$ cat src/rtl/mc_ctrl_pkg.sv
// Shared control definitions for the multicycle CPU: state codes, opcodes and
// ALU operation codes, reused by the decoder, ALU control and datapath.
package mc_ctrl_pkg;

  typedef enum logic [2:0] {
    S_FETCH  = 3'd0,
    S_DECODE = 3'd1,
    S_EXEC   = 3'd2,
    S_MEM    = 3'd3,
    S_WB     = 3'd4
  } state_e;

  localparam logic [5:0] OP_RTYPE = 6'h00;
  localparam logic [5:0] OP_ADDI  = 6'h08;
  localparam logic [5:0] OP_SLTIU = 6'h0B;
  localparam logic [5:0] OP_BEQ   = 6'h04;
  localparam logic [5:0] OP_BNE   = 6'h05;
  localparam logic [5:0] OP_LUI   = 6'h0F;
  localparam logic [5:0] OP_ORI   = 6'h0D;
  localparam logic [5:0] OP_LW    = 6'h23;
  localparam logic [5:0] OP_SW    = 6'h2B;

  typedef enum logic [2:0] {
    ALU_RTYPE = 3'd0,
    ALU_ADDI  = 3'd1,
    ALU_SLTIU = 3'd2,
    ALU_BEQ   = 3'd3,
    ALU_LUI   = 3'd4,
    ALU_ORI   = 3'd5,
    ALU_BNE   = 3'd6,
    ALU_MEM   = 3'd7
  } alu_op_e;

  function automatic logic is_legal_op(input logic [5:0] op);
    case (op)
      OP_RTYPE, OP_ADDI, OP_SLTIU, OP_BEQ, OP_BNE,
      OP_LUI, OP_ORI, OP_LW, OP_SW: return 1'b1;
      default:                      return 1'b0;
    endcase
  endfunction

  function automatic alu_op_e alu_code(input logic [5:0] op);
    case (op)
      OP_ADDI:      return ALU_ADDI;
      OP_SLTIU:     return ALU_SLTIU;
      OP_BEQ:       return ALU_BEQ;
      OP_BNE:       return ALU_BNE;
      OP_LUI:       return ALU_LUI;
      OP_ORI:       return ALU_ORI;
      OP_LW, OP_SW: return ALU_MEM;
      default:      return ALU_RTYPE;
    endcase
  endfunction

endpackage

$ cat src/rtl/mc_decoder_if.sv
// Control bus between the multicycle decoder (master) and the datapath it
// steers (slave).
interface mc_decoder_if #(
  parameter int ALUOP_W = 3,
  parameter int RET_W   = 16
);
  logic [5:0]         instr_op_i;
  logic               mem_ready_i;
  logic               PCWrite_o;
  logic               IRWrite_o;
  logic               MemRead_o;
  logic               MemWrite_o;
  logic               RegWrite_o;
  logic [ALUOP_W-1:0] ALU_op_o;
  logic               ALUSrc_o;
  logic               RegDst_o;
  logic               MemToReg_o;
  logic               Branch_o;
  logic               BranchNe_o;
  logic [2:0]         state_o;
  logic               illegal_o;
  logic               mem_err_o;
  logic [RET_W-1:0]   retired_o;

  modport master (
    input  instr_op_i, mem_ready_i,
    output PCWrite_o, IRWrite_o, MemRead_o, MemWrite_o, RegWrite_o,
           ALU_op_o, ALUSrc_o, RegDst_o, MemToReg_o, Branch_o, BranchNe_o,
           state_o, illegal_o, mem_err_o, retired_o
  );

  modport slave (
    output instr_op_i, mem_ready_i,
    input  PCWrite_o, IRWrite_o, MemRead_o, MemWrite_o, RegWrite_o,
           ALU_op_o, ALUSrc_o, RegDst_o, MemToReg_o, Branch_o, BranchNe_o,
           state_o, illegal_o, mem_err_o, retired_o
  );
endinterface

$ cat src/rtl/mc_wait_timer.sv
// Counts consecutive memory wait cycles; expired_o flags that the count has
// reached MEM_TIMEOUT. Clear has priority over count-enable.
module mc_wait_timer #(
  parameter int MEM_TIMEOUT = 15
) (
  input  logic clk_i,
  input  logic rst_i,
  input  logic en_i,
  input  logic clr_i,
  output logic expired_o
);
  localparam int              CNT_W = (MEM_TIMEOUT < 1) ? 1 : $clog2(MEM_TIMEOUT + 1);
  localparam logic [CNT_W-1:0] LIMIT = CNT_W'(MEM_TIMEOUT);

  logic [CNT_W-1:0] cnt_q, cnt_d;

  always_comb begin
    cnt_d = cnt_q;
    if (clr_i) begin
      cnt_d = '0;
    end else if (en_i) begin
      cnt_d = cnt_q + 1'b1;
    end
  end

  // NOTE: sequential state uses non-blocking assignments so every register
  // samples its pre-edge value, independent of block ordering.
  always_ff @(posedge clk_i) begin
    if (!rst_i) begin
      cnt_q <= '0;
    end else begin
      cnt_q <= cnt_d;
    end
  end

  assign expired_o = (cnt_q == LIMIT);

endmodule

$ cat src/rtl/mc_decoder.sv
// Multicycle CPU main control FSM: FETCH/DECODE/EXEC/MEM/WB sequencing with
// memory wait timeout, illegal-opcode detection and a retired-instruction count.
module mc_decoder
  import mc_ctrl_pkg::*;
#(
  parameter int ALUOP_W     = 3,
  parameter int RET_W       = 16,
  parameter int MEM_TIMEOUT = 15
) (
  input  logic          clk_i,
  input  logic          rst_i,
  mc_decoder_if.master  bus
);

  state_e           state_q, state_d;
  logic [5:0]       op_q, op_d;
  logic [RET_W-1:0] ret_q;

  logic       pc_write, ir_write, mem_read, mem_write, reg_write;
  logic       alu_src, reg_dst, mem_to_reg, branch, branch_ne;
  logic       illegal, mem_err, retire, wait_state;
  logic [2:0] alu_op;
  logic       expired, timer_en, timer_clr;

  // NOTE: every output of this block gets a default first, so no path through
  // the case statement can leave a signal unassigned and infer a latch.
  always_comb begin
    state_d    = state_q;
    op_d       = op_q;
    pc_write   = 1'b0;
    ir_write   = 1'b0;
    mem_read   = 1'b0;
    mem_write  = 1'b0;
    reg_write  = 1'b0;
    alu_src    = 1'b0;
    reg_dst    = 1'b0;
    mem_to_reg = 1'b0;
    branch     = 1'b0;
    branch_ne  = 1'b0;
    illegal    = 1'b0;
    mem_err    = 1'b0;
    retire     = 1'b0;
    wait_state = 1'b0;
    alu_op     = ALU_RTYPE;

    case (state_q)
      S_DECODE: begin
        op_d = bus.instr_op_i;
        if (is_legal_op(bus.instr_op_i)) begin
          state_d = S_EXEC;
        end else begin
          illegal = 1'b1;
          state_d = S_FETCH;
        end
      end

      S_EXEC: begin
        alu_op  = alu_code(op_q);
        alu_src = !(op_q == OP_RTYPE || op_q == OP_BEQ || op_q == OP_BNE);
        if (op_q == OP_BEQ || op_q == OP_BNE) begin
          branch    = (op_q == OP_BEQ);
          branch_ne = (op_q == OP_BNE);
          retire    = 1'b1;
          state_d   = S_FETCH;
        end else if (op_q == OP_LW || op_q == OP_SW) begin
          state_d = S_MEM;
        end else begin
          state_d = S_WB;
        end
      end

      S_MEM: begin
        wait_state = 1'b1;
        alu_op     = alu_code(op_q);
        mem_read   = (op_q == OP_LW);
        mem_write  = (op_q != OP_LW);
        if (bus.mem_ready_i) begin
          state_d = (op_q == OP_LW) ? S_WB : S_FETCH;
          retire  = (op_q != OP_LW);
        end else if (expired) begin
          // Abort the access: the store strobe must not be seen with the error.
          mem_err   = 1'b1;
          mem_write = 1'b0;
          state_d   = S_FETCH;
        end
      end

      S_WB: begin
        reg_write  = 1'b1;
        reg_dst    = (op_q == OP_RTYPE);
        mem_to_reg = (op_q == OP_LW);
        retire     = 1'b1;
        state_d    = S_FETCH;
      end

      default: begin
        // FETCH, and any unreachable code which is treated as FETCH.
        wait_state = 1'b1;
        mem_read   = 1'b1;
        state_d    = S_FETCH;
        if (bus.mem_ready_i) begin
          ir_write = 1'b1;
          pc_write = 1'b1;
          state_d  = S_DECODE;
        end else if (expired) begin
          mem_err = 1'b1;
        end
      end
    endcase
  end

  assign timer_en  = wait_state & ~bus.mem_ready_i;
  assign timer_clr = (state_d != state_q) | bus.mem_ready_i | mem_err;

  mc_wait_timer #(
    .MEM_TIMEOUT (MEM_TIMEOUT)
  ) u_wait_timer (
    .clk_i     (clk_i),
    .rst_i     (rst_i),
    .en_i      (timer_en),
    .clr_i     (timer_clr),
    .expired_o (expired)
  );

  always_ff @(posedge clk_i) begin
    if (!rst_i) begin
      state_q <= S_FETCH;
      op_q    <= '0;
      ret_q   <= '0;
    end else begin
      state_q <= state_d;
      op_q    <= op_d;
      if (retire) begin
        ret_q <= ret_q + 1'b1;
      end
    end
  end

  // Reset holds every control strobe low combinationally, not just after the edge.
  assign bus.PCWrite_o  = rst_i & pc_write;
  assign bus.IRWrite_o  = rst_i & ir_write;
  assign bus.MemRead_o  = rst_i & mem_read;
  assign bus.MemWrite_o = rst_i & mem_write;
  assign bus.RegWrite_o = rst_i & reg_write;
  assign bus.ALUSrc_o   = rst_i & alu_src;
  assign bus.RegDst_o   = rst_i & reg_dst;
  assign bus.MemToReg_o = rst_i & mem_to_reg;
  assign bus.Branch_o   = rst_i & branch;
  assign bus.BranchNe_o = rst_i & branch_ne;
  assign bus.illegal_o  = rst_i & illegal;
  assign bus.mem_err_o  = rst_i & mem_err;
  assign bus.ALU_op_o   = rst_i ? ALUOP_W'(alu_op) : '0;
  assign bus.state_o    = rst_i ? state_q : 3'd0;
  assign bus.retired_o  = ret_q;

endmodule

$ cat src/flat_wrapper.sv
// flat-port wrapper written by rule: the top's interface ports become plain ports
module mc_decoder_flat import mc_ctrl_pkg::*;
#(
  parameter int ALUOP_W     = 3,
  parameter int RET_W       = 16,
  parameter int MEM_TIMEOUT = 15
)
  (clk_i, rst_i, bus_instr_op_i, bus_mem_ready_i, bus_PCWrite_o, bus_IRWrite_o, bus_MemRead_o, bus_MemWrite_o, bus_RegWrite_o, bus_ALU_op_o, bus_ALUSrc_o, bus_RegDst_o, bus_MemToReg_o, bus_Branch_o, bus_BranchNe_o, bus_state_o, bus_illegal_o, bus_mem_err_o, bus_retired_o);
  mc_decoder_if #(.ALUOP_W(ALUOP_W), .RET_W(RET_W)) bus_i ();
  input  logic clk_i;
  input  logic rst_i;
  input wire logic [$bits(bus_i.instr_op_i)-1:0] bus_instr_op_i;
  input wire logic [$bits(bus_i.mem_ready_i)-1:0] bus_mem_ready_i;
  output wire logic [$bits(bus_i.PCWrite_o)-1:0] bus_PCWrite_o;
  output wire logic [$bits(bus_i.IRWrite_o)-1:0] bus_IRWrite_o;
  output wire logic [$bits(bus_i.MemRead_o)-1:0] bus_MemRead_o;
  output wire logic [$bits(bus_i.MemWrite_o)-1:0] bus_MemWrite_o;
  output wire logic [$bits(bus_i.RegWrite_o)-1:0] bus_RegWrite_o;
  output wire logic [$bits(bus_i.ALU_op_o)-1:0] bus_ALU_op_o;
  output wire logic [$bits(bus_i.ALUSrc_o)-1:0] bus_ALUSrc_o;
  output wire logic [$bits(bus_i.RegDst_o)-1:0] bus_RegDst_o;
  output wire logic [$bits(bus_i.MemToReg_o)-1:0] bus_MemToReg_o;
  output wire logic [$bits(bus_i.Branch_o)-1:0] bus_Branch_o;
  output wire logic [$bits(bus_i.BranchNe_o)-1:0] bus_BranchNe_o;
  output wire logic [$bits(bus_i.state_o)-1:0] bus_state_o;
  output wire logic [$bits(bus_i.illegal_o)-1:0] bus_illegal_o;
  output wire logic [$bits(bus_i.mem_err_o)-1:0] bus_mem_err_o;
  output wire logic [$bits(bus_i.retired_o)-1:0] bus_retired_o;
  assign bus_i.instr_op_i = bus_instr_op_i;
  assign bus_i.mem_ready_i = bus_mem_ready_i;
  assign bus_PCWrite_o = bus_i.PCWrite_o;
  assign bus_IRWrite_o = bus_i.IRWrite_o;
  assign bus_MemRead_o = bus_i.MemRead_o;
  assign bus_MemWrite_o = bus_i.MemWrite_o;
  assign bus_RegWrite_o = bus_i.RegWrite_o;
  assign bus_ALU_op_o = bus_i.ALU_op_o;
  assign bus_ALUSrc_o = bus_i.ALUSrc_o;
  assign bus_RegDst_o = bus_i.RegDst_o;
  assign bus_MemToReg_o = bus_i.MemToReg_o;
  assign bus_Branch_o = bus_i.Branch_o;
  assign bus_BranchNe_o = bus_i.BranchNe_o;
  assign bus_state_o = bus_i.state_o;
  assign bus_illegal_o = bus_i.illegal_o;
  assign bus_mem_err_o = bus_i.mem_err_o;
  assign bus_retired_o = bus_i.retired_o;
  mc_decoder #(.ALUOP_W(ALUOP_W), .RET_W(RET_W), .MEM_TIMEOUT(MEM_TIMEOUT)) u_core (.clk_i(clk_i), .rst_i(rst_i), .bus(bus_i));
endmodule
$ cat config.mk
export PLATFORM = sky130hd
export DESIGN_NAME = mc_decoder_flat
export DESIGN_NICKNAME = d
export VERILOG_FILES = /design/src/rtl/mc_ctrl_pkg.sv /design/src/rtl/mc_decoder_if.sv /design/src/rtl/mc_wait_timer.sv /design/src/rtl/mc_decoder.sv /design/src/flat_wrapper.sv
export SDC_FILE = /design/constraint.sdc
export NUM_CORES = 1
export LEC_CHECK = 0
export BUFFER_PORTS_ARGS = -buffer_cell sky130_fd_sc_hd__buf_2
export CORE_MARGIN = 2
export CORE_UTILIZATION = 35
export CTS_CLUSTER_DIAMETER = 40
export DETAILED_ROUTE_END_ITERATION = 8
export PLACE_DENSITY = 0.57
export REMOVE_ABC_BUFFERS = 1
export SYNTH_ARGS = -nofsm -noshare
export SYNTH_HDL_FRONTEND = slang
export SYNTH_SLANG_ARGS = --single-unit
$ cat constraint.sdc
create_clock -name clk_i -period 2.2 [get_ports clk_i]
set_input_delay 0.22 -clock clk_i [delete_from_list [all_inputs] [get_ports clk_i]]
set_output_delay 0.22 -clock clk_i [all_outputs]
set_load 0.01 [all_outputs]
==> results.toml, run 1 <==
[cells_and_area]
fin_nets = 272
final_common_cell = "buf_2"
syn_to_final_growth_pct = 20.01
layout-drive-gt1-share_pct = 29.39
layout.cells.most_common_list = "buf_2, dfxtp_1, nand2_1"
diodes = 0
final_area_sq_mm = 0.002296

[floorplanning]
ios = 43
die_x_um = 77.93
core_sq_mm = 0.005205
placementRows = 26
design.die.area_sq_mm = 0.006073
die_h_um = 77.93
initial_utilization_pct = 36.75

[placed_design]
port_buffers = 42
dp_slack_ns = 0.2826
place_congestion = 0.8113
dpl-instance-area_sq_mm = 0.002198
place.detailed.hpwl_um = 3219

[setup_path]
critPathCaptureType = "output pin"
r2r_slack_ns = 0.37
criticalPathCategory = "flip-flop to output pin"
reg2reg_from = "u_core.op_q[5]$_SDFFE_PN0P_"
r2r-end = "u_core.bus.retired_o[11]$_SDFFE_PN0P_"
critPathLaunchType = "flip-flop"
cp_max_fo = 9
critPathRequiredTime_ns = 1.98
critPathArrivalTime_ns = 1.90
r2r_cells = 4

[timing]
slew_violations = 0
setup_viol = 0
fin_ws_ns = 0.08037
hold_viol = 0
worst_slew_pin_slew_ns = 0.7273
slew_headroom_pct = 51.51
period_share_pct = 96.35
tns_ns = 0
fmax_mhz = 471.8
rsz0062_at_grt = "no"
clock_skew_ns = 0.003670
period_needed_ns = 2.120

[cts]
cts.sinks = 29
cts.path.max_buffers = 2
post-cts-setup-buffer-count = 0
clk_latency_ns = 0.28
holdBufCountCts = 0
root_buffer = "clkbuf_8"
cts_inserted_buffers = 5
clkTransAtPathRegs_ns = 0.06
cts-htree-levels = 2
cts_tree = "done"

[hold_path]
min_path_type = "primary input to flip-flop"
min_to = "u_core.op_q[3]$_SDFFE_PN0P_"
hold_depth = 3
hold_start = "bus_instr_op_i[3]"

[pwr]
powerDensity_mw_per_mm2 = 477.5
leakage_nw = 0.9289
ir_worst_vdd_uv = 258.5

[route]
remaining_drc_errors = 0
antenna_left = 0
drtIter0Drc = 88
wl_um = 4320
drt-pass1-iter-count = 4
routedWlPerCell_um = 13.01
viasPerCell = 5.184
num_vias = 1721

[synth]
ys_warn_count = 0
async_flop_share_pct = 0
ys_types = 52
ys_ff_latch = 29
synth_edf_count = 0
synth_cells = 220
avgSynthCellArea_sq_um = 8.696
synth.cell_area_sq_mm = 0.001913
ys_seq_area_share_pct = 30.35
synth_flop_cell = "dfxtp_1"

[run_status]
outcome = "finished, final reports clean"

[global_routing]
grt_pass1_vias = 1607
antenna_found_initial = 0
grt_remaining_overflow = 0
grt_pass1_wl_um = 7693
grt_max_degree = 34
grt_usage_pct = 15.62

[flow_run]
max-cap-violations = 0
==> critical path, stage by stage (launching register included) <==
cell	delay, ns
dfxtp_4	0.39
or4b_4	0.56
or4_1	0.44
nor2_1	0.10
buf_2	0.13
==> power by group <==
part,total (mW),switching (mW),internal (mW)
clock network,0.421,0.202,0.219
registers,0.550,0.0163,0.533
logic,0.126,0.0702,0.0557
total,1.10,0.289,0.808
==> how the worst max path moves through the flow <==
stage	endpoint	cells after the start	from
CTS	bus_BranchNe_o	4	u_core.op_q[1]$_SDFFE_PN0P_
global placement	bus_BranchNe_o	4	u_core.op_q[5]$_SDFFE_PN0P_
global route	bus_Branch_o	4	u_core.op_q[5]$_SDFFE_PN0P_
finish	bus_BranchNe_o	4	u_core.op_q[5]$_SDFFE_PN0P_
detailed placement	u_core.bus.retired_o[11]$_SDFFE_PN0P_	4	u_core.op_q[5]$_SDFFE_PN0P_
floorplan	u_core.u_wait_timer.cnt_q[1]$_SDFFE_PP0P_	4	u_core.state_q[0]$_SDFF_PN0_
==> final cells by class <==
class / count / area (sq um)
clock inverters: 2 / 10.01
repair buffers: 50 / 282.8
multi-input cells: 168 / 1230
flip-flops and latches: 29 / 586.8
fillers: 528 / 2909
clock buffers: 6 / 72.57
inverters: 7 / 26.28
well taps: 70 / 87.58
==> routing by layer <==
metal,GRT usage [%],up-vias,share of wire (%)
met3,4.186,2,5.8
li1,-,871,-
met2,22.59,45,43
met1,22.29,803,50
met5,0,-,0
met4,5.263,0,0.93
==> synthesized netlist by cell type, types with 3 or more instances <==
library cell	n	area share, %
nor2b_1	4	1.3
nor3b_1	4	1.6
nand2_1	25	4.9
a2111oi_2	4	3.1
mux2i_1	21	11
a21oi_1	8	2.1
o21ai_0	3	0.78
nand2b_1	13	4.3
clkbuf_1	5	0.98
buf_2	8	2.1
nor3_1	3	0.78
nor2_1	15	2.9
or3_1	3	0.98
xnor2_1	3	1.4
inv_1	7	1.4
dfxtp_1	29	30
nand3_1	7	1.8
a211oi_1	6	2.4
a21oi_2	5	2.3
nand4_1	4	1.3
and2_1	5	1.6
==> sequential cells by signal, indices dropped and copies added, names as in the netlist <==
name	cells
u_core.u_wait_timer.cnt_q	4
u_core.state_q	3
u_core.bus.retired_o	16
u_core.op_q	6
==> repair_timing <==
action | 4_1_cts | 5_1_grt
setup endpoints to repair | 2 | 2
hold endpoints to repair | 0 | 0
gates resized for setup | 1 | 5
gates cloned | 0 | 0
==> cells by family (layout without fill, tap and decap cells) <==
logic type	Yosys count	after routing	share of synthesized area, %
xor gates and xnor gates	5	5	2.289
and+or+nand+nor	97	97	28.91
muxes	22	22	11.58
AOI/OAI and AO/OA	42	42	19.75
adders and majority gates	2	2	1.308
buffers and inverters	23	65	5.821
DFF	29	29	30.35
==> through the flow <==
stage	utilization (%)	power, mW	instances	hold WS (ns)
6_report	44.11	1.096	332	0.2240
5_1_grt	44.11	1.153	332	0.2312
2_1_floorplan	-	0.6353	204	0.3376
3_3_place_gp	42.24	0.6867	324	0.4644
4_1_cts	43.85	1.108	332	0.2143
3_5_place_dp	42.24	0.6861	324	0.4698
(Power assumes the default switching activity.)
==> run 2: changes to the inputs <==
==> constraint.sdc (replaced) <==
create_clock -name clk_i -period 2.2 [get_ports clk_i]
set_input_delay 0.11 -clock clk_i [delete_from_list [all_inputs] [get_ports clk_i]]
set_output_delay 0.11 -clock clk_i [all_outputs]
set_load 0.01 [all_outputs]
==> run 2 against run 1 <==
Cell area is 1.3% lower; core utilization shrank 0.58 points; final cell count fell by 0.60%.
==> results.toml, run 2 (synthesis gave the netlist of run 1 again) <==
[global_routing]
grt_pass1_vias = 1566
grt_remaining_overflow = 0
grt_usage_pct = 15.38
grt_max_degree = 19
antenna_found_initial = 0
grt_pass1_wl_um = 7458

[pwr]
p_seq_share_pct = 50.8
clkPwrFrac_pct = 38.5
ir_worst_vdd_uv = 232.3
p_int_mw = 0.8057
comb_power_share_pct = 10.6
sw_frac_of_total_pct = 26.34
leakage_nw = 0.9110
switchingPower_mw = 0.2882
powerDensity_mw_per_mm2 = 482.7

[cts]
clkTransAtPathRegs_ns = 0.06
cts_inserted_buffers = 5
cts_tree = "done"
clk_latency_ns = 0.28
cts.sinks = 29
post-cts-setup-buffer-count = 0
cts-htree-levels = 2
holdBufCountCts = 0
root_buffer = "clkbuf_8"
cts.path.max_buffers = 2

[route]
drtIter0Drc = 120
drt-pass1-iter-count = 4
antenna_left = 0
num_vias = 1683
routedWlPerCell_um = 13.11
viasPerCell = 5.100
remaining_drc_errors = 0
wl_um = 4325

[setup_path]
crit_slowest_cell = "or4b_4"
criticalPathCategory = "flip-flop to output pin"
cp_max_fo = 7
crit_chain = "or4b_4 > or4_1 > nor2_1 > buf_2"
critPathRequiredTime_ns = 2.09
critPathCaptureType = "output pin"
critPathLaunchType = "flip-flop"
r2r_slack_ns = 0.30
crit_path_max_incr_delay_ns = 0.57
critPathArrivalTime_ns = 1.94

[cells_and_area]
largest_reg_flops = 16
fin_nets = 270
final_common_cell = "buf_2"
syn_to_final_growth_pct = 18.44
final_area_sq_mm = 0.002266
final_cells = 330
fillers = 546
layout-drive-gt1-share_pct = 28.85
layout.cells.most_common_list = "buf_2, dfxtp_1, nand2_1"
diodes = 0

[floorplanning]
design.die.area_sq_mm = 0.006073
core_sq_mm = 0.005205
initial_utilization_pct = 36.75
ios = 43
die_x_um = 77.93
die_h_um = 77.93
placementRows = 26

[timing]
period_needed_ns = 2.052
slew_headroom_pct = 50.90
slew_violations = 0
fmax_mhz = 487.4
clock_skew_ns = 0.005319
period_share_pct = 93.26
whs_ns = 0.09646
worst_slew_pin_slew_ns = 0.7364
tns_ns = 0
setup_viol = 0
rsz0062_at_grt = "no"
hold_viol = 0
fin_ws_ns = 0.1483

[placed_design]
place.detailed.hpwl_um = 3224
port_buffers = 42
dpl-instance-area_sq_mm = 0.002171
dp.cells = 322
place_congestion = 0.8003
dp_slack_ns = 0.2686

[hold_path]
min_path_type = "primary input to flip-flop"

[flow_run]
max-cap-violations = 0

[run_status]
outcome = "finished, final reports clean"
run 2: cell types whose count changed in the layout (fill, tap and decap cells not counted), sizes merged:
cell / previous run / this run
buf: 50 / 48
run 2: per-layer routing:
metal	vias to the layer above	GRT usage (%)	part of all wire (%)
li1	866	-	-
met1	764	21.33	50
met5	-	0	0
met4	0	7.018	2.0
met2	47	21.90	43
met3	6	4.419	5.0
run 2: final timing paths:
check	from	to	depth (start not counted)
worst max register to register	u_core.state_q[0]$_SDFF_PN0_	u_core.bus.retired_o[11]$_SDFFE_PN0P_	5
worst min register to register	u_core.bus.retired_o[15]$_SDFFE_PN0P_	u_core.bus.retired_o[15]$_SDFFE_PN0P_	2
worst min-delay path	bus_instr_op_i[3]	u_core.op_q[3]$_SDFFE_PN0P_	3
worst max-delay path	u_core.op_q[1]$_SDFFE_PN0P_	bus_Branch_o	4
run 2: power by group through the flow:
stage / Combinational [mW] / Clock [mW] / Sequential, mW
after floorplan: 0.0738 / 0 / 0.562
after global placement: 0.116 / 0 / 0.567
after detailed placement: 0.116 / 0 / 0.567
after CTS: 0.116 / 0.435 / 0.555
after global routing: 0.132 / 0.464 / 0.558
final: 0.116 / 0.422 / 0.556
run 2: per-stage QoR:
| step | total power, mW | util [%] |
|---|---|---|
| final | 1.094 | 43.53 |
| after global placement | 0.6827 | 41.71 |
| after floorplan | 0.6353 | - |
| after detailed placement | 0.6824 | 41.71 |
| after CTS | 1.106 | 43.29 |
| after global routing | 1.154 | 43.53 |
run 2: worst max-delay path, delay by kind of cell (launching register included):
| kind | cells | cell delay (ns) |
|---|---|---|
| and+or+nand+nor | 3 | 1.12 |
| DFF | 1 | 0.40 |
| buffers and inverters | 1 | 0.14 |
run 2: layout make-up:
cell class	count	area [sq um]	share of cell area, %
multi-input cells	168	1230	54.28
repair buffers	48	255.2	11.26
well taps	70	87.58	3.865
inverters	7	26.28	1.160
clock inverters	2	10.01	0.4417
clock buffers	6	72.57	3.203
flip-flops and latches	29	584.3	25.79
run 2: timing repair:
action,4_1_cts,5_1_grt
endpoints found under the hold margin,0,0
gates resized for setup,0,5
setup endpoints to repair,0,2
